`config.mk`:
```
export PLATFORM = sky130hd
export DESIGN_NAME = wb_unit_flat
export DESIGN_NICKNAME = d
export VERILOG_FILES = /design/src/rtl/wb_unit_if.sv /design/src/rtl/wb_unit.sv /design/src/flat_wrapper.sv
export SDC_FILE = /design/constraint.sdc
export NUM_CORES = 1
export LEC_CHECK = 0
export BUFFER_PORTS_ARGS = -buffer_cell sky130_fd_sc_hd__buf_2
export CORE_MARGIN = 3
export CORE_UTILIZATION = 39
export CTS_BUF_LIST = sky130_fd_sc_hd__clkbuf_2
export DETAILED_ROUTE_END_ITERATION = 10
export GPL_TIMING_DRIVEN = 1
export MAX_ROUTING_LAYER = met4
export PLACE_DENSITY = 0.7
export SETUP_SLACK_MARGIN = 0.15
export SLEW_MARGIN = 15
export SYNTH_ARGS = -nofsm -noshare
export SYNTH_HDL_FRONTEND = slang
export SYNTH_SLANG_ARGS = --single-unit
```
`constraint.sdc`:
```
create_clock -name clk -period 2.1 [get_ports clk]
set_clock_uncertainty 0.2 [all_clocks]
set_input_delay 0.105 -clock clk [delete_from_list [all_inputs] [get_ports clk]]
set_output_delay 0.105 -clock clk [all_outputs]
set_load 0.01 [all_outputs]
```
`src/rtl/wb_unit_if.sv`:
```
// Writeback unit bus bundle: decoder controls/operands, data-memory response and register-file write port.
interface wb_unit_if #(
  parameter int unsigned XLEN    = 32,
  parameter int unsigned RADDR_W = 5
);
  logic               in_valid;
  logic               in_ready;
  logic               reg_we;
  logic [1:0]         reg_sel;
  logic [2:0]         load_sel;
  logic [RADDR_W-1:0] rd;
  logic [XLEN-1:0]    res;
  logic [XLEN-1:0]    pc_plus_4;
  logic [1:0]         addr_lo;
  logic               mem_rvalid;
  logic [XLEN-1:0]    mem_rdata;
  logic               rf_we;
  logic [RADDR_W-1:0] rf_waddr;
  logic [XLEN-1:0]    rf_wdata;
  logic               stall;
  logic               mem_err;

  modport master (
    output in_valid, reg_we, reg_sel, load_sel, rd, res, pc_plus_4, addr_lo, mem_rvalid, mem_rdata,
    input  in_ready, rf_we, rf_waddr, rf_wdata, stall, mem_err
  );

  modport slave (
    input  in_valid, reg_we, reg_sel, load_sel, rd, res, pc_plus_4, addr_lo, mem_rvalid, mem_rdata,
    output in_ready, rf_we, rf_waddr, rf_wdata, stall, mem_err
  );
endinterface

```
`src/rtl/wb_unit.sv`:
```
// Writeback execution unit: selects the register-file write value, waits for load data with a
// bounded timeout, and extracts/extends the loaded byte, half or word.
module wb_unit #(
  parameter int unsigned XLEN    = 32,
  parameter int unsigned RADDR_W = 5,
  parameter int unsigned TIMEOUT = 255
) (
  input  logic      clk,
  input  logic      rst_n,
  wb_unit_if.slave  bus
);
  localparam int unsigned CNT_W = $clog2(TIMEOUT + 1);

  localparam logic [1:0] REG_PC_PLUS_4 = 2'b01;
  localparam logic [1:0] REG_MEM       = 2'b10;

  localparam logic [2:0] LOAD_B  = 3'b000;
  localparam logic [2:0] LOAD_H  = 3'b001;
  localparam logic [2:0] LOAD_BU = 3'b100;
  localparam logic [2:0] LOAD_HU = 3'b101;

  typedef enum logic {IDLE, WAIT_MEM} state_t;

  state_t             state_q, state_d;
  logic [CNT_W-1:0]   cnt_q, cnt_d;
  logic [RADDR_W-1:0] ld_rd_q, ld_rd_d;
  logic [2:0]         ld_sel_q, ld_sel_d;
  logic [1:0]         ld_lo_q, ld_lo_d;
  logic               rf_we_q, rf_we_d;
  logic [RADDR_W-1:0] rf_waddr_q, rf_waddr_d;
  logic [XLEN-1:0]    rf_wdata_q, rf_wdata_d;
  logic               mem_err_q, mem_err_d;

  // Lane select plus sign/zero extension; unknown encodings fall back to a full word.
  function automatic logic [XLEN-1:0] extract(input logic [2:0] sel, input logic [1:0] lo,
                                              input logic [XLEN-1:0] w);
    logic [15:0] h;
    logic [7:0]  b;
    h = lo[1] ? w[31:16] : w[15:0];
    case (lo)
      2'd0:    b = w[7:0];
      2'd1:    b = w[15:8];
      2'd2:    b = w[23:16];
      default: b = w[31:24];
    endcase
    case (sel)
      LOAD_B:  extract = {{(XLEN-8){b[7]}}, b};
      LOAD_BU: extract = {{(XLEN-8){1'b0}}, b};
      LOAD_H:  extract = {{(XLEN-16){h[15]}}, h};
      LOAD_HU: extract = {{(XLEN-16){1'b0}}, h};
      default: extract = w;
    endcase
  endfunction

  always_ff @(posedge clk or negedge rst_n) begin
    if (!rst_n) begin
      state_q    <= IDLE;
      cnt_q      <= '0;
      ld_rd_q    <= '0;
      ld_sel_q   <= '0;
      ld_lo_q    <= '0;
      rf_we_q    <= 1'b0;
      rf_waddr_q <= '0;
      rf_wdata_q <= '0;
      mem_err_q  <= 1'b0;
    end else begin
      state_q    <= state_d;
      cnt_q      <= cnt_d;
      ld_rd_q    <= ld_rd_d;
      ld_sel_q   <= ld_sel_d;
      ld_lo_q    <= ld_lo_d;
      rf_we_q    <= rf_we_d;
      rf_waddr_q <= rf_waddr_d;
      rf_wdata_q <= rf_wdata_d;
      mem_err_q  <= mem_err_d;
    end
  end

  // Write port and x0 suppression: index/data only move on a real write.
  always_comb begin
    state_d    = state_q;
    cnt_d      = cnt_q;
    ld_rd_d    = ld_rd_q;
    ld_sel_d   = ld_sel_q;
    ld_lo_d    = ld_lo_q;
    rf_we_d    = 1'b0;
    rf_waddr_d = rf_waddr_q;
    rf_wdata_d = rf_wdata_q;
    mem_err_d  = 1'b0;
    case (state_q)
      IDLE: begin
        if (bus.in_valid && bus.reg_we) begin
          if (bus.reg_sel == REG_MEM) begin
            ld_rd_d  = bus.rd;
            ld_sel_d = bus.load_sel;
            ld_lo_d  = bus.addr_lo;
            cnt_d    = '0;
            state_d  = WAIT_MEM;
          end else if (bus.rd != '0) begin
            rf_we_d    = 1'b1;
            rf_waddr_d = bus.rd;
            rf_wdata_d = (bus.reg_sel == REG_PC_PLUS_4) ? bus.pc_plus_4 : bus.res;
          end
        end
      end
      WAIT_MEM: begin
        cnt_d = cnt_q + CNT_W'(1);
        // A response arriving on the last allowed cycle still beats the timeout.
        if (bus.mem_rvalid) begin
          state_d = IDLE;
          if (ld_rd_q != '0) begin
            rf_we_d    = 1'b1;
            rf_waddr_d = ld_rd_q;
            rf_wdata_d = extract(ld_sel_q, ld_lo_q, bus.mem_rdata);
          end
        end else if (cnt_q == CNT_W'(TIMEOUT - 1)) begin
          mem_err_d = 1'b1;
          state_d   = IDLE;
        end
      end
      default: state_d = IDLE;
    endcase
  end

  assign bus.in_ready = (state_q == IDLE);
  assign bus.stall    = (state_q == WAIT_MEM);
  assign bus.rf_we    = rf_we_q;
  assign bus.rf_waddr = rf_waddr_q;
  assign bus.rf_wdata = rf_wdata_q;
  assign bus.mem_err  = mem_err_q;
endmodule
```
`src/flat_wrapper.sv`:
```
// flat-port wrapper written by rule: the top's interface ports become plain ports
module wb_unit_flat 
#(
  parameter int unsigned XLEN    = 32,
  parameter int unsigned RADDR_W = 5,
  parameter int unsigned TIMEOUT = 255
)
  (clk, rst_n, bus_in_valid, bus_reg_we, bus_reg_sel, bus_load_sel, bus_rd, bus_res, bus_pc_plus_4, bus_addr_lo, bus_mem_rvalid, bus_mem_rdata, bus_in_ready, bus_rf_we, bus_rf_waddr, bus_rf_wdata, bus_stall, bus_mem_err);
  wb_unit_if #(.XLEN(XLEN), .RADDR_W(RADDR_W)) bus_i ();
  input  logic clk;
  input  logic rst_n;
  input wire logic [$bits(bus_i.in_valid)-1:0] bus_in_valid;
  input wire logic [$bits(bus_i.reg_we)-1:0] bus_reg_we;
  input wire logic [$bits(bus_i.reg_sel)-1:0] bus_reg_sel;
  input wire logic [$bits(bus_i.load_sel)-1:0] bus_load_sel;
  input wire logic [$bits(bus_i.rd)-1:0] bus_rd;
  input wire logic [$bits(bus_i.res)-1:0] bus_res;
  input wire logic [$bits(bus_i.pc_plus_4)-1:0] bus_pc_plus_4;
  input wire logic [$bits(bus_i.addr_lo)-1:0] bus_addr_lo;
  input wire logic [$bits(bus_i.mem_rvalid)-1:0] bus_mem_rvalid;
  input wire logic [$bits(bus_i.mem_rdata)-1:0] bus_mem_rdata;
  output wire logic [$bits(bus_i.in_ready)-1:0] bus_in_ready;
  output wire logic [$bits(bus_i.rf_we)-1:0] bus_rf_we;
  output wire logic [$bits(bus_i.rf_waddr)-1:0] bus_rf_waddr;
  output wire logic [$bits(bus_i.rf_wdata)-1:0] bus_rf_wdata;
  output wire logic [$bits(bus_i.stall)-1:0] bus_stall;
  output wire logic [$bits(bus_i.mem_err)-1:0] bus_mem_err;
  assign bus_i.in_valid = bus_in_valid;
  assign bus_i.reg_we = bus_reg_we;
  assign bus_i.reg_sel = bus_reg_sel;
  assign bus_i.load_sel = bus_load_sel;
  assign bus_i.rd = bus_rd;
  assign bus_i.res = bus_res;
  assign bus_i.pc_plus_4 = bus_pc_plus_4;
  assign bus_i.addr_lo = bus_addr_lo;
  assign bus_i.mem_rvalid = bus_mem_rvalid;
  assign bus_i.mem_rdata = bus_mem_rdata;
  assign bus_in_ready = bus_i.in_ready;
  assign bus_rf_we = bus_i.rf_we;
  assign bus_rf_waddr = bus_i.rf_waddr;
  assign bus_rf_wdata = bus_i.rf_wdata;
  assign bus_stall = bus_i.stall;
  assign bus_mem_err = bus_i.mem_err;
  wb_unit #(.XLEN(XLEN), .RADDR_W(RADDR_W), .TIMEOUT(TIMEOUT)) u_core (.clk(clk), .rst_n(rst_n), .bus(bus_i));
endmodule
```
Yosys cells after proc, flatten, opt, wreduce, memory -nomap -nowiden:

Index checks and enable logic that the tools add are counted.

* register bits after elaboration: 58
* input port bits: 113
* output and inout port bits: 41
* logic and storage cells: 66

* add/sub/neg operators: 1
* eq/ne operators: 14
* muxes and demuxes: 33
* bitwise gates (word level): 1
* reductions and logical operators: 8

Operator list (count)
* $mux 32: 6
* $pmux 32 s4: 1
* $pmux 32 s2: 1
* $mux 5: 5
* $pmux 8 s3: 1
* $mux 16: 1
* $mux 8: 2
* $pmux 8 s2: 1
* $mux 1: 12
* $pmux 5 s2: 1
* $reduce_bool 5->1: 2
* $add 8x1->8 const B: 1
* $eq 8x8->1 const B: 1
* $eq 3x3->1 const B: 2
* $ne 2x1->1 const B: 3
* $ne 2x2->1 const B: 3
* $reduce_and 5->1: 1
* $eq 2x1->1 const B: 2
* $eq 2x2->1 const B: 2
* $pmux 1 s2: 2
* $eq 3x1->1 const B: 1
* $logic_not 3->1: 1
* $reduce_and 3->1: 1
* $logic_not 2->1: 1
* 3 further kinds: 3

Depth between registers and ports, before layout:

Gate-level depths: netlist of run 1.

* word-level depth: 6
* mapped depth: 7
* gate-level depth less buffers: 5

Least setup slack after synthesis of run 1:

Ideal clock, no wire load.

* path kind: register to register
* from: reg u_core.state_q (netlist: u_core.bus.stall)
* to: reg u_core.rf_wdata_q[13] (netlist: u_core.bus.rf_wdata[13])
* library setup time: 0.124 ns
* arrival: 1.668 ns
* required time: 1.776 ns
* path slack: 0.108 ns
* stages on the path, launching flop included: 8
* path buffers: 4
* period minus slack after synthesis: 1.992 ns
* cells stage by stage: dfrtp_1 -> clkbuf_1 -> a2111o_1 -> buf_6 -> and2_4 -> buf_6 -> buf_6 -> a211o_1

* cells in the longest elaborated chain, start to end: 3
* elaborated cells on any way between the ends: 8
* classes of those cells: 5 x eq/ne; 1 x mux; 1 x bitwise; 1 x reduce/logical

Ends and longest elaborated chain
* start: declaration: line wb_unit.sv:24 `state_t state_q, state_d;`
* start signal: assignment: line wb_unit.sv:67 `state_q <= state_d;`
* $not 1->1 (no line)
* $ne 2x1->1 (no line) / $ne 2x2->1 (equally long branches)
* $reduce_and 5->1 (no line)
* end signal: assignment: line wb_unit.sv:74 `rf_wdata_q <= rf_wdata_d;`
* end: declaration: line wb_unit.sv:31 `logic [XLEN-1:0] rf_wdata_q, rf_wdata_d;`

Several ways; a longest one is shown, not always the timed one.
A chain may end at the register's enable or synchronous reset.

Worst setup path after layout of run 1:

* from: reg u_core.ld_rd_q[2]
* to: reg u_core.rf_wdata_q[22] (netlist: u_core.bus.rf_wdata[22])

* cells in the longest elaborated chain, start to end: 3

Ends and longest elaborated chain
* start: declaration: line wb_unit.sv:26 `logic [RADDR_W-1:0] ld_rd_q, ld_rd_d;`
* start signal: assignment: line wb_unit.sv:69 `ld_rd_q <= ld_rd_d;`
* $reduce_bool 5->1: line wb_unit.sv:111 `if (ld_rd_q != '0) begin`
* $ne 2x2->1 (no line)
* $reduce_and 5->1 (no line)

Every way passes these cells.

==> results.rst, run 1 <==
.. list-table::
   :header-rows: 1

   * - Metric
     - Value
   * - Result of the run
     - finished, final reports clean
   * - Max-capacitance violation count
     - 0
   * - H-Tree Depth
     - 3
   * - Number of cells in the finished layout apart from fillers
     - 745
   * - Total standard cell area after synthesis
     - 3620 um2
   * - Clock tree sinks
     - 58
   * - Post-layout net count
     - 748
   * - Clock transition at the registers of the reported paths
     - 160 ps
   * - Lkg Pwr
     - 0.00282 uW
   * - Post-detail-place hpwl
     - 8540 um
   * - Number of warnings issued by yosys
     - 0
   * - Wire length of the first global-routing pass
     - 21000 um
   * - Initial standard-cell utilization of the core
     - 40.9%
   * - Worst rel slew slack
     - 28.8%
   * - VDD IR-drop max
     - 0.352 mV
   * - Minimum clock period after layout
     - 2080 ps
   * - Power Dens Cells
     - 647 nW/um2
   * - TritonCTS clock tree
     - done
   * - Switching part of the total power
     - 37.5%
   * - Total number of vias
     - 4028
   * - Flip-flop and latch count after synthesis
     - 58
   * - Crit-path slowest cell
     - or4_1
   * - Final number of hold-violating endpoints
     - 0
   * - CP Cell Sequence
     - or4_1, o211ai_1, buf_4, and2_4, buf_12, a22o_1
   * - Crit path buf inv count
     - 2
   * - Pin slew with the least headroom to its limit
     - 1060 ps
   * - Skew-Pair Late Insertion Delay
     - 460 ps
   * - Residual DRC
     - 0
   * - Gate power share
     - 43.0%
   * - Synth cell types
     - 40
   * - Last weighted congestion value of the routability-driven placer
     - 0.831
   * - # IOs
     - 154
   * - Average detailed-routed wire length per instance
     - 18.3 um
   * - Sort of element at the start of the critical path
     - flop
   * - CTS buffer count
     - 9
   * - DRT iter0 DRCs
     - 196
   * - Startpoint-to-endpoint class of the critical path
     - reg2reg
   * - Core Region
     - 8850 um2
   * - CP top delay family
     - simple AND/OR/NAND/NOR gates
   * - Die Span Y
     - 102 um
   * - Die footprint
     - 10500 um2
   * - Largest net degree at the start of global routing
     - 38
   * - Gate count of the mapped netlist
     - 366
   * - # diodes
     - 0
   * - Clock share of power
     - 14.7%
   * - Slew Limit Fails
     - 0
   * - CTS root buf
     - clkbuf_2
   * - WL final
     - 13600 um
   * - Relative contribution of sequential cells to total power
     - 42.3%
   * - Crit path required time
     - 2310 ps
   * - Global Route Usage Sum
     - 26.7%
   * - Number of nets still failing antenna checks after routing
     - 0
   * - Fraction of layout instances using a drive strength above 1
     - 35.2%
   * - Maximum root-to-sink buffer count
     - 2
   * - Multi-input combinational cell area
     - 1950 um2
   * - Number of standard-cell rows in the floorplan
     - 34
   * - Buffers added on ports
     - 153
   * - PnR Total Power
     - 3790 uW
   * - Capturing element type of the critical path
     - flop
   * - P&R area growth vs syn
     - 61.8%
   * - Count of placed standard cells including taps
     - 615
   * - Fillcell total
     - 694
   * - Post-route fraction of the period consumed by the critical path
     - 99.2%
   * - Maximum achievable frequency
     - 0.480 GHz
   * - Setup violators final
     - 0
   * - Register area
     - 1450 um2
   * - Worst hold-check path type
     - in2reg
   * - RSZ-0062 raised after global routing
     - true
   * - Average size of a mapped cell
     - 9.88 um2
   * - Internal power contribution
     - 2370 uW
   * - Net Switching
     - 1420 uW
   * - Number of global-route vias before repair
     - 4239
   * - Critical Path Max Stage Delay
     - 520 ps
   * - GRT overflow
     - 0
   * - Post-synthesis net count
     - 481
   * - Detailed-router iteration count before antenna repair
     - 4
   * - Overall die width
     - 102 um
   * - CP arrival
     - 2290 ps
   * - Maximum fanout count along the critical path
     - 21
   * - Sequential fraction of the synthesis area
     - 40.1%
   * - Number of antenna violations at the first check in global routing
     - 0
   * - Via/cell ratio
     - 5.41
==> cell usage in the layout (no fill, tap or decap), drive strengths merged, types with 3 or more instances in the layout <==
master / n
buf: 175
dlygate4sd3: 113
dfrtp: 58
mux2i: 42
o21ai: 40
nand2: 33
a22o: 23
mux2: 21
inv: 20
o211ai: 19
clkbuf: 11
nand3: 9
nor3: 9
o221ai: 8
and2: 8
a221oi: 8
a211o: 7
clkinv: 5
nand2b: 3
nor2b: 3
==> power groups by stage <==
stage	sequential [uW]	combinational (uW)	clock [uW]
floorplan	1660	755	0
global placement	1600	1380	0
detailed placement	1620	1410	0
CTS	1600	1580	566
global route	1630	1770	622
finish	1600	1630	556
==> Yosys cell counts <==
| cell type | instances | area (um2) |
|---|---|---|
| and2_4 | 1 | 8.76 |
| o221ai_1 | 8 | 70.1 |
| and3_1 | 1 | 6.26 |
| nor3b_1 | 1 | 7.51 |
| nand2_1 | 33 | 124 |
| nand3_1 | 9 | 45.0 |
| nand4_1 | 2 | 12.5 |
| dfrtp_1 | 58 | 1450 |
| o21ai_0 | 40 | 200 |
| a221oi_1 | 7 | 61.3 |
| or4_1 | 1 | 7.51 |
| mux2_2 | 21 | 236 |
| a211o_1 | 7 | 61.3 |
| buf_2 | 9 | 45.0 |
| nor4_1 | 1 | 6.26 |
| a22oi_4 | 1 | 21.3 |
| a2111o_1 | 1 | 11.3 |
| buf_6 | 3 | 33.8 |
| inv_1 | 20 | 75.1 |
| nor2_1 | 1 | 3.75 |
| buf_4 | 3 | 22.5 |
| and2_1 | 7 | 43.8 |
| xor2_1 | 2 | 17.5 |
| nor2b_1 | 2 | 12.5 |
| a31o_2 | 1 | 8.76 |
| o21ba_2 | 1 | 10.0 |
| o31ai_1 | 2 | 15.0 |
| a221oi_4 | 1 | 26.3 |
| ha_1 | 2 | 25.0 |
| a31oi_1 | 1 | 6.26 |
| xnor2_1 | 1 | 8.76 |
| nor2b_4 | 1 | 13.8 |
| o211ai_1 | 19 | 143 |
| nand2b_1 | 3 | 18.8 |
| a21oi_1 | 1 | 5.00 |
| mux2i_1 | 42 | 420 |
| a22o_1 | 23 | 201 |
| a2bb2oi_1 | 2 | 17.5 |
| clkbuf_1 | 18 | 67.6 |
| nor3_1 | 9 | 45.0 |
==> kinds of logic (layout without fill, tap and decap cells) <==
logic type      Yosys count  in the layout  share of synthesized area, %
flops                    58             58                          40.1
mux                      63             63                          18.2
simple gates             72             72                          9.82
compound gates          115            115                          23.7
xor+xnor                  3              3                         0.727
fa+ha+maj                 2              2                         0.692
buf+inv                  53            324                          6.74
==> cell type report <==
type | instances | share of cell area [%]
Timing Repair Buffer | 289 | 37.0
Multi-Input combinational cell | 255 | 33.4
Sequential cell | 58 | 24.8
Tap cell | 108 | 2.31
Inverter | 20 | 1.28
Clock buffer | 10 | 0.855
Clock inverter | 5 | 0.385
==> worst paths after layout <==
path | start | endpoint | slack, ps | cells past startpoint
min in group asynchronous | rst_n | u_core.bus.rf_wdata[2]$_DFFE_PN0P_ | 550 | 4
worst max register to register | u_core.ld_rd_q[2]$_DFFE_PN0P_ | u_core.bus.rf_wdata[22]$_DFFE_PN0P_ | 20 | 6
max in group asynchronous | rst_n | u_core.bus.rf_wdata[8]$_DFFE_PN0P_ | 330 | 3
worst min-delay path | bus_reg_sel[1] | u_core.cnt_q[6]$_DFFE_PN0P_ | 70 | 5
worst max-delay path | u_core.ld_rd_q[2]$_DFFE_PN0P_ | u_core.bus.rf_wdata[22]$_DFFE_PN0P_ | 20 | 6
worst min register to register | u_core.cnt_q[5]$_DFFE_PN0P_ | u_core.cnt_q[5]$_DFFE_PN0P_ | 300 | 1
==> tightest hold or removal path, delay by kind of cell <==
family	cells	cell delay (ps)
AND/OR/NAND/NOR	2	230
buffers and inverters	1	110
AO/OA/AOI/OAI	2	240
==> through the flow <==
stage	worst slack (ps)	hold slack [ps]	TNS [ps]	instance area (um2)	util, %
4_1_cts	12.8	19.4	0	5790	65.5
3_5_place_dp	45.8	-81.2	0	4590	51.9
2_1_floorplan	122	-391	0	3630	-
5_1_grt	-89.0	68.5	-1810	5850	66.2
6_report	17.5	67.5	0	5850	66.2
3_3_place_gp	105	-84.4	0	4590	51.9
==> layer usage <==
layer	vias up	part of all wire, %	track usage (%)
met5	-	0	-
met4	0	3.2	12.7
met3	45	6.9	4.71
met2	185	51	47.1
met1	1898	39	28.9
li1	1900	-	-
==> state kept, by name (all words and copies together), names as in the netlist <==
signal and cells:
u_core.ld_lo_q 2, u_core.bus.stall 1, u_core.bus.rf_we 1, u_core.bus.rf_wdata 32, u_core.bus.rf_waddr 5, u_core.cnt_q 8
u_core.ld_sel_q 3, u_core.ld_rd_q 5, u_core.bus.mem_err 1
==> what timing repair did <==
item | CTS | global route
pin swaps | 0 | 3
hold endpoints to repair | 116 | 0
hold buffers | 113 | 0
resized for setup | 0 | 14
setup buffers | 0 | 1
gates cloned | 0 | 1
setup endpoints to repair | 37 | 37
Power figures use the tool's default switching activity.
==> run 2: changes to the inputs <==
SETUP_SLACK_MARGIN = unset   (was 0.15)
==> run 2 against run 1 <==
Effect of this change: power increased by 4.3%; first-iteration DRC count decreased by 28%; highest routed layer unchanged; maximum frequency decreased by 0.29%; combinational power increased by 2%; count of clock-buffer cells in the layout increased by 1; non-clock buffer count increased by 4; critical endpoint is now u_core.bus.rf_wdata[12]$_DFFE_PN0P_.
==> results.rst, run 2 (synthesized netlist as in run 1, its figures left out) <==
.. list-table::
   :header-rows: 1

   * - Metric
     - Value
   * - P&R area growth vs syn
     - 62.3% (was 61.8%)
   * - Post-detail-place hpwl
     - 8560 um (was 8540 um)
   * - R2r startpoint
     - u_core.ld_rd_q[2]$_DFFE_PN0P_ (unchanged)
   * - Residual DRC
     - 0 (unchanged)
   * - Maximum root-to-sink buffer count
     - 2 (unchanged)
   * - Die footprint
     - 10500 um2 (unchanged)
   * - Overall die width
     - 102 um (unchanged)
   * - Pin slew with the least headroom to its limit
     - 549 ps (was 1060 ps)
   * - Crit-path slowest cell
     - or4_4 (was or4_1)
   * - CTS buffer count
     - 9 (unchanged)
   * - Post-layout net count
     - 752 (was 748)
   * - Power Dens Cells
     - 673 nW/um2 (was 647 nW/um2)
   * - Clock tree sinks
     - 58 (unchanged)
   * - Fraction of layout instances using a drive strength above 1
     - 35.1% (was 35.2%)
   * - Placed inst area
     - 4590 um2 (unchanged)
   * - Setup violators final
     - 0 (unchanged)
   * - CP arrival
     - 2250 ps (was 2290 ps)
   * - Startpoint-to-endpoint class of the critical path
     - reg2reg (unchanged)
   * - VDD IR-drop max
     - 0.410 mV (was 0.352 mV)
   * - Worst hold-check path type
     - in2async (was in2reg)
   * - Maximum fanout count along the critical path
     - 24 (was 21)
   * - Commonest cells after routing, fill and taps aside
     - 154 x buf_2, 113 x dlygate4sd3_1, 58 x dfrtp_1 (was 153 x buf_2, 113 x dlygate4sd3_1, 57 x dfrtp_1)
   * - Number of standard-cell rows in the floorplan
     - 34 (unchanged)
   * - # IOs
     - 154 (unchanged)
   * - Cell area after layout
     - 5870 um2 (was 5850 um2)
   * - Maximum achievable frequency
     - 0.479 GHz (was 0.480 GHz)
   * - H-Tree Depth
     - 3 (unchanged)
   * - Number of nets still failing antenna checks after routing
     - 0 (unchanged)
   * - Sort of element at the start of the critical path
     - flop (unchanged)
   * - Last weighted congestion value of the routability-driven placer
     - 0.804 (was 0.831)
   * - Skew-Pair Late Insertion Delay
     - 470 ps (was 460 ps)
   * - Cell depth of the worst flop-to-flop path
     - 6 (unchanged)
   * - Number of global-route vias before repair
     - 4148 (was 4239)
   * - Crit path required time
     - 2260 ps (was 2310 ps)
   * - Fillcell total
     - 701 (was 694)
   * - Core Region
     - 8850 um2 (unchanged)
   * - Setup_tns
     - 0 ps (unchanged)
   * - GRT overflow
     - 0 (unchanged)
   * - Initial standard-cell utilization of the core
     - 40.9% (unchanged)
   * - Number of antenna violations at the first check in global routing
     - 0 (unchanged)
   * - Worst R2R Setup Slack
     - 10 ps (was 20 ps)
   * - Slew Limit Fails
     - 0 (unchanged)
   * - WL final
     - 13400 um (was 13600 um)
   * - Flip-flop count of the largest register after layout
     - 32 (unchanged)
   * - Buffers added on ports
     - 153 (unchanged)
   * - Die Span Y
     - 102 um (unchanged)
   * - Leading cell type in the layout, fill and taps excluded
     - buf_2 (unchanged)
   * - Max-capacitance violation count
     - 0 (unchanged)
   * - Total number of vias
     - 4060 (was 4028)
   * - Detailed-router iteration count before antenna repair
     - 4 (unchanged)
   * - Final number of hold-violating endpoints
     - 0 (unchanged)
   * - Result of the run
     - finished, final reports clean (unchanged)
   * - # diodes
     - 0 (unchanged)
   * - DRT iter0 DRCs
     - 142 (was 196)
   * - CP Cell Sequence
     - or4_4, o211ai_1, buf_4, buf_12, a221oi_1, a211o_1 (was or4_1, o211ai_1, buf_4, and2_4, buf_12, a22o_1)
   * - Worst rel slew slack
     - 63.4% (was 28.8%)
   * - Minimum clock period after layout
     - 2090 ps (was 2080 ps)
   * - Average detailed-routed wire length per instance
     - 17.9 um (was 18.3 um)
   * - Clock transition at the registers of the reported paths
     - 180 ps (was 160 ps)
   * - Global Route Usage Sum
     - 25.7% (was 26.7%)
   * - RSZ-0062 raised after global routing
     - true (unchanged)
   * - Reg-to-reg critical path endpoint
     - u_core.bus.rf_wdata[12]$_DFFE_PN0P_ (was u_core.bus.rf_wdata[22]$_DFFE_PN0P_)
   * - Via/cell ratio
     - 5.42 (was 5.41)
   * - CTS root buf
     - clkbuf_2 (unchanged)
   * - Post-route fraction of the period consumed by the critical path
     - 99.5% (was 99.2%)
   * - Lkg Pwr
     - 0.00284 uW (was 0.00282 uW)
   * - Timing startpoint of the critical path
     - u_core.ld_rd_q[2]$_DFFE_PN0P_ (unchanged)
   * - Wire length of the first global-routing pass
     - 20100 um (was 21000 um)
   * - Capturing element type of the critical path
     - flop (unchanged)
   * - Critical Path Max Stage Delay
     - 530 ps (was 520 ps)
   * - TritonCTS clock tree
     - done (unchanged)
   * - Tightest hold margin
     - 43.5 ps (was 67.5 ps)
   * - Largest net degree at the start of global routing
     - 38 (unchanged)
run 2: how the worst max path moves through the flow:
stage                                               end  slack (ps)
floorplan           u_core.bus.rf_wdata[13]$_DFFE_PN0P_         110
global placement    u_core.bus.rf_wdata[19]$_DFFE_PN0P_         110
detailed placement  u_core.bus.rf_wdata[13]$_DFFE_PN0P_          50
CTS                 u_core.bus.rf_wdata[13]$_DFFE_PN0P_       0.004
global route        u_core.bus.rf_wdata[18]$_DFFE_PN0P_         -40
finish              u_core.bus.rf_wdata[12]$_DFFE_PN0P_          10
run 2: repair_timing:
item / 4_1_cts / 5_1_grt
hold buffers: 114 / 0
buffers inserted: 0 / 5
setup endpoints to repair: 0 / 33
gates resized for setup: 0 / 4
endpoints found under the hold margin: 115 / 0
run 2: layout make-up:
cell class | count | area [um2] | share of cell area [%]
Inverter | 20 | 75.1 | 1.28
Multi-Input combinational cell | 255 | 1940 | 33.0
Sequential cell | 58 | 1450 | 24.7
Clock buffer | 11 | 55.1 | 0.938
Tap cell | 108 | 135 | 2.30
Timing Repair Buffer | 293 | 2170 | 37.0
Clock inverter | 4 | 43.8 | 0.746
run 2: layer usage:
| layer | GRT usage, % | part of all wire (%) |
|---|---|---|
| met4 | 9.79 | 3.0 |
| met3 | 6.76 | 6.8 |
| met5 | - | 0 |
| met1 | 28.7 | 40 |
| met2 | 44.0 | 50 |
run 2: critical path, delay by kind of cell, from the launching register on:
family	cells	cell delay [ps]
DFF	1	410
and+or+nand+nor	1	530
AOI/OAI and AO/OA	3	500
buffers and inverters	2	320
run 2: through the flow:
| stage | total power (uW) | utilization [%] | worst slack [ps] | std cells |
|---|---|---|---|---|
| 2_1_floorplan | 2410 | - | 108 | 366 |
| 3_3_place_gp | 3000 | 51.9 | 114 | 615 |
| 3_5_place_dp | 3040 | 51.9 | 52.7 | 615 |
| 4_1_cts | 3910 | 65.9 | 0.00422 | 744 |
| 5_1_grt | 4190 | 66.4 | -37.9 | 749 |
| 6_report | 3950 | 66.4 | 11.3 | 749 |
run 2: power by group:
part,switching [uW],total (uW),internal (uW)
sequential,218,1600,1390
combinational,795,1670,876
clock,403,675,272
total,1420,3950,2540
==> run 3: changes to the inputs <==
CORE_MARGIN = 2   (was 3)
==> run 3 against run 2 <==
Effect of this change: largest cell class unchanged; sequential cell count unchanged; via count fell by 0.91%; global-route usage up 0.71 points; the run now ends with setup timing left; first-iteration DRC count is 2.8% lower; critical path type unchanged; core utilization down 1.4 points; power shrank 0.82%.
==> results.rst, run 3 (synthesized netlist as in run 1, its figures left out) <==
.. list-table::
   :header-rows: 1

   * - Metric
     - Value
   * - Result of the run
     - finished, violations left (was finished, final reports clean)
   * - Violations in the final reports
     - setup timing
   * - Minimum clock period after layout
     - 2160 ps (was 2090 ps)
   * - TritonCTS clock tree
     - done (unchanged)
   * - Clock share of power
     - 17.9% (was 17.1%)
   * - Placed inst area
     - 4540 um2 (was 4590 um2)
   * - Crit path required time
     - 2280 ps (was 2260 ps)
   * - Maximum root-to-sink buffer count
     - 2 (unchanged)
   * - Wire length of the first global-routing pass
     - 20000 um (was 20100 um)
   * - GRT overflow
     - 0 (unchanged)
   * - Power Dens Cells
     - 662 nW/um2 (was 673 nW/um2)
   * - DRT iter0 DRCs
     - 138 (was 142)
   * - Slew Limit Fails
     - 0 (unchanged)
   * - Maximum achievable frequency
     - 0.464 GHz (was 0.479 GHz)
   * - Number of standard-cell rows in the floorplan
     - 35 (was 34)
   * - H-Tree Depth
     - 3 (unchanged)
   * - Max-capacitance violation count
     - 0 (unchanged)
   * - Initial standard-cell utilization of the core
     - 39.7% (was 40.9%)
   * - Core Region
     - 9110 um2 (was 8850 um2)
   * - Utilization after layout
     - 64.9% (was 66.4%)
   * - Post-route fraction of the period consumed by the critical path
     - 103% (was 99.5%)
   * - Routed metal-1 wire length
     - 5030 um (was 5330 um)
   * - Cell depth of the worst flop-to-flop path
     - 6 (unchanged)
   * - Via/cell ratio
     - 5.34 (was 5.42)
   * - Overall die width
     - 100 um (was 102 um)
   * - WL final
     - 13000 um (was 13400 um)
   * - Detailed-router iteration count before antenna repair
     - 4 (unchanged)
   * - Total number of vias
     - 4023 (was 4060)
   * - Sort of element at the start of the critical path
     - flop (unchanged)
   * - Die footprint
     - 10100 um2 (was 10500 um2)
   * - Setup violators final
     - 17 (was 0)
   * - Highest Signal Layer
     - met4 (unchanged)
   * - Number of antenna violations at the first check in global routing
     - 1 (was 0)
   * - Slack of the critical path
     - -55.4 ps (was 11.3 ps)
   * - Clock transition at the registers of the reported paths
     - 160 ps (was 180 ps)
   * - Startpoint-to-endpoint class of the critical path
     - reg2reg (unchanged)
   * - Final number of hold-violating endpoints
     - 0 (unchanged)
   * - Residual DRC
     - 0 (unchanged)
   * - Wire length on met2
     - 6720 um (was 6730 um)
   * - WHS Path Cells
     - 5
   * - Critical Path Max Stage Delay
     - 530 ps (about the same)
   * - Leading cell type in the layout, fill and taps excluded
     - buf_2 (unchanged)
   * - Last weighted congestion value of the routability-driven placer
     - 0.806 (was 0.804)
   * - Crit-path slowest cell
     - or4_1 (was or4_4)
   * - Internal power contribution
     - 2500 uW (was 2540 uW)
   * - Worst rel slew slack
     - 67.0% (was 63.4%)
   * - Largest net degree at the start of global routing
     - 38 (unchanged)
   * - Number of global-route vias before repair
     - 4190 (was 4148)
   * - Setup_tns
     - -371 ps (was 0 ps)
   * - Post-detail-place hpwl
     - 8150 um (was 8560 um)
   * - Worst hold-check path type
     - in2reg (was in2async)
   * - Register area
     - 1450 um2 (unchanged)
   * - RSZ-0062 raised after global routing
     - true (unchanged)
   * - Post-layout net count
     - 752 (unchanged)
   * - VDD IR-drop max
     - 0.402 mV (was 0.410 mV)
   * - DP Worst Slack
     - -74.0 ps (was 52.7 ps)
   * - Net Switching
     - 1410 uW (was 1420 uW)
   * - Lkg Pwr
     - 0.00285 uW (was 0.00284 uW)
   * - Gate power share
     - 41.5% (was 42.3%)
   * - Flip-flop count of the largest register after layout
     - 32 (unchanged)
   * - Commonest cells after routing, fill and taps aside
     - 153 x buf_2, 113 x dlygate4sd3_1, 58 x dfrtp_1 (was 154 x buf_2, 113 x dlygate4sd3_1, 58 x dfrtp_1)
   * - Pin slew with the least headroom to its limit
     - 496 ps (was 549 ps)
   * - Relative contribution of sequential cells to total power
     - 40.6% (about the same)
   * - Fillcell total
     - 736 (was 701)
   * - Skew-Pair Late Insertion Delay
     - 470 ps (about the same)
   * - Capturing element type of the critical path
     - flop (unchanged)
   * - Switching part of the total power
     - 36.1% (was 35.8%)
   * - # IOs
     - 154 (unchanged)
   * - Cell area after layout
     - 5920 um2 (was 5870 um2)
   * - Clock tree sinks
     - 58 (unchanged)
   * - Fraction of layout instances using a drive strength above 1
     - 34.7% (was 35.1%)
   * - Buffers added on ports
     - 153 (unchanged)
   * - CTS buffer count
     - 9 (unchanged)
   * - CP Cell Sequence
     - or4_1, o211ai_1, buf_4, buf_12, a221oi_1, a211o_1 (was or4_4, o211ai_1, buf_4, buf_12, a221oi_1, a211o_1)
   * - Global Route Usage Sum
     - 26.4% (was 25.7%)
   * - Met3 WL
     - 866 um (was 906 um)
   * - Maximum fanout count along the critical path
     - 19 (was 24)
   * - Die Span Y
     - 100 um (was 102 um)
   * - Number of nets still failing antenna checks after routing
     - 0 (unchanged)
   * - Multi-input combinational cell area
     - 1930 um2 (was 1940 um2)
   * - Average detailed-routed wire length per instance
     - 17.2 um (was 17.9 um)
   * - CP arrival
     - 2340 ps (was 2250 ps)
   * - P&R area growth vs syn
     - 63.5% (was 62.3%)
   * - CTS root buf
     - clkbuf_2 (unchanged)
-- run 3: cell type report --
class / count / area share, %
multi-input cells: 255 / 32.6
clock buffers: 10 / 0.846
well taps: 111 / 2.35
flip-flops and latches: 58 / 24.5
diodes: 1 / 0.0423
clock inverters: 6 / 0.973
inverters: 20 / 1.27
repair buffers: 293 / 37.4
-- run 3: repair_timing --
action                                 in CTS  in global routing
pin swaps                                   1                  2
hold buffers                              114                  0
endpoints found under the hold margin     116                  0
resized for setup                           1                 16
gates cloned                                1                  1
buffers inserted                            3                  4
setup endpoints to repair                  30                 33
-- run 3: final timing paths --
kind                       slack [ps]                                  end                                from
min reg2reg                       300   u_core.bus.rf_wdata[8]$_DFFE_PN0P_  u_core.bus.rf_wdata[8]$_DFFE_PN0P_
max in group asynchronous         970  u_core.bus.rf_wdata[28]$_DFFE_PN0P_                               rst_n
max reg2reg                       -60   u_core.bus.rf_wdata[9]$_DFFE_PN0P_       u_core.ld_rd_q[2]$_DFFE_PN0P_
min in group asynchronous         490   u_core.bus.rf_wdata[3]$_DFFE_PN0P_                               rst_n
max                               -60   u_core.bus.rf_wdata[9]$_DFFE_PN0P_       u_core.ld_rd_q[2]$_DFFE_PN0P_
min                                50          u_core.cnt_q[2]$_DFFE_PN0P_                      bus_reg_sel[1]
-- run 3: power by group through the flow --
stage | combinational (uW) | sequential [uW] | clock [uW]
4_1_cts | 1590 | 1590 | 711
3_5_place_dp | 1380 | 1620 | 0
2_1_floorplan | 752 | 1660 | 0
5_1_grt | 1770 | 1630 | 776
6_report | 1630 | 1590 | 701
3_3_place_gp | 1340 | 1610 | 0
-- run 3: metrics by stage --
| step | hold slack [ps] | total power [uW] | cells |
|---|---|---|---|
| after floorplan | -391 | 2410 | 366 |
| after global placement | -67.2 | 2950 | 614 |
| after detailed placement | -53.9 | 2990 | 614 |
| after CTS | 13.7 | 3890 | 748 |
| after global routing | 52.1 | 4170 | 754 |
| final | 50.2 | 3920 | 754 |
-- run 3: worst max-delay path: cells and delay by family, from the launching register on --
kind,cells,cell delay (ps)
flops,1,410
simple gates,1,530
compound gates,3,560
buf+inv,2,360
-- run 3: layer usage --
| layer | up-vias | global-route usage (%) |
|---|---|---|
| li1 | 1904 | - |
| met1 | 1912 | 28.4 |
| met2 | 170 | 47.4 |
| met3 | 37 | 4.74 |
| met4 | 0 | 11.8 |
| met5 | - | - |
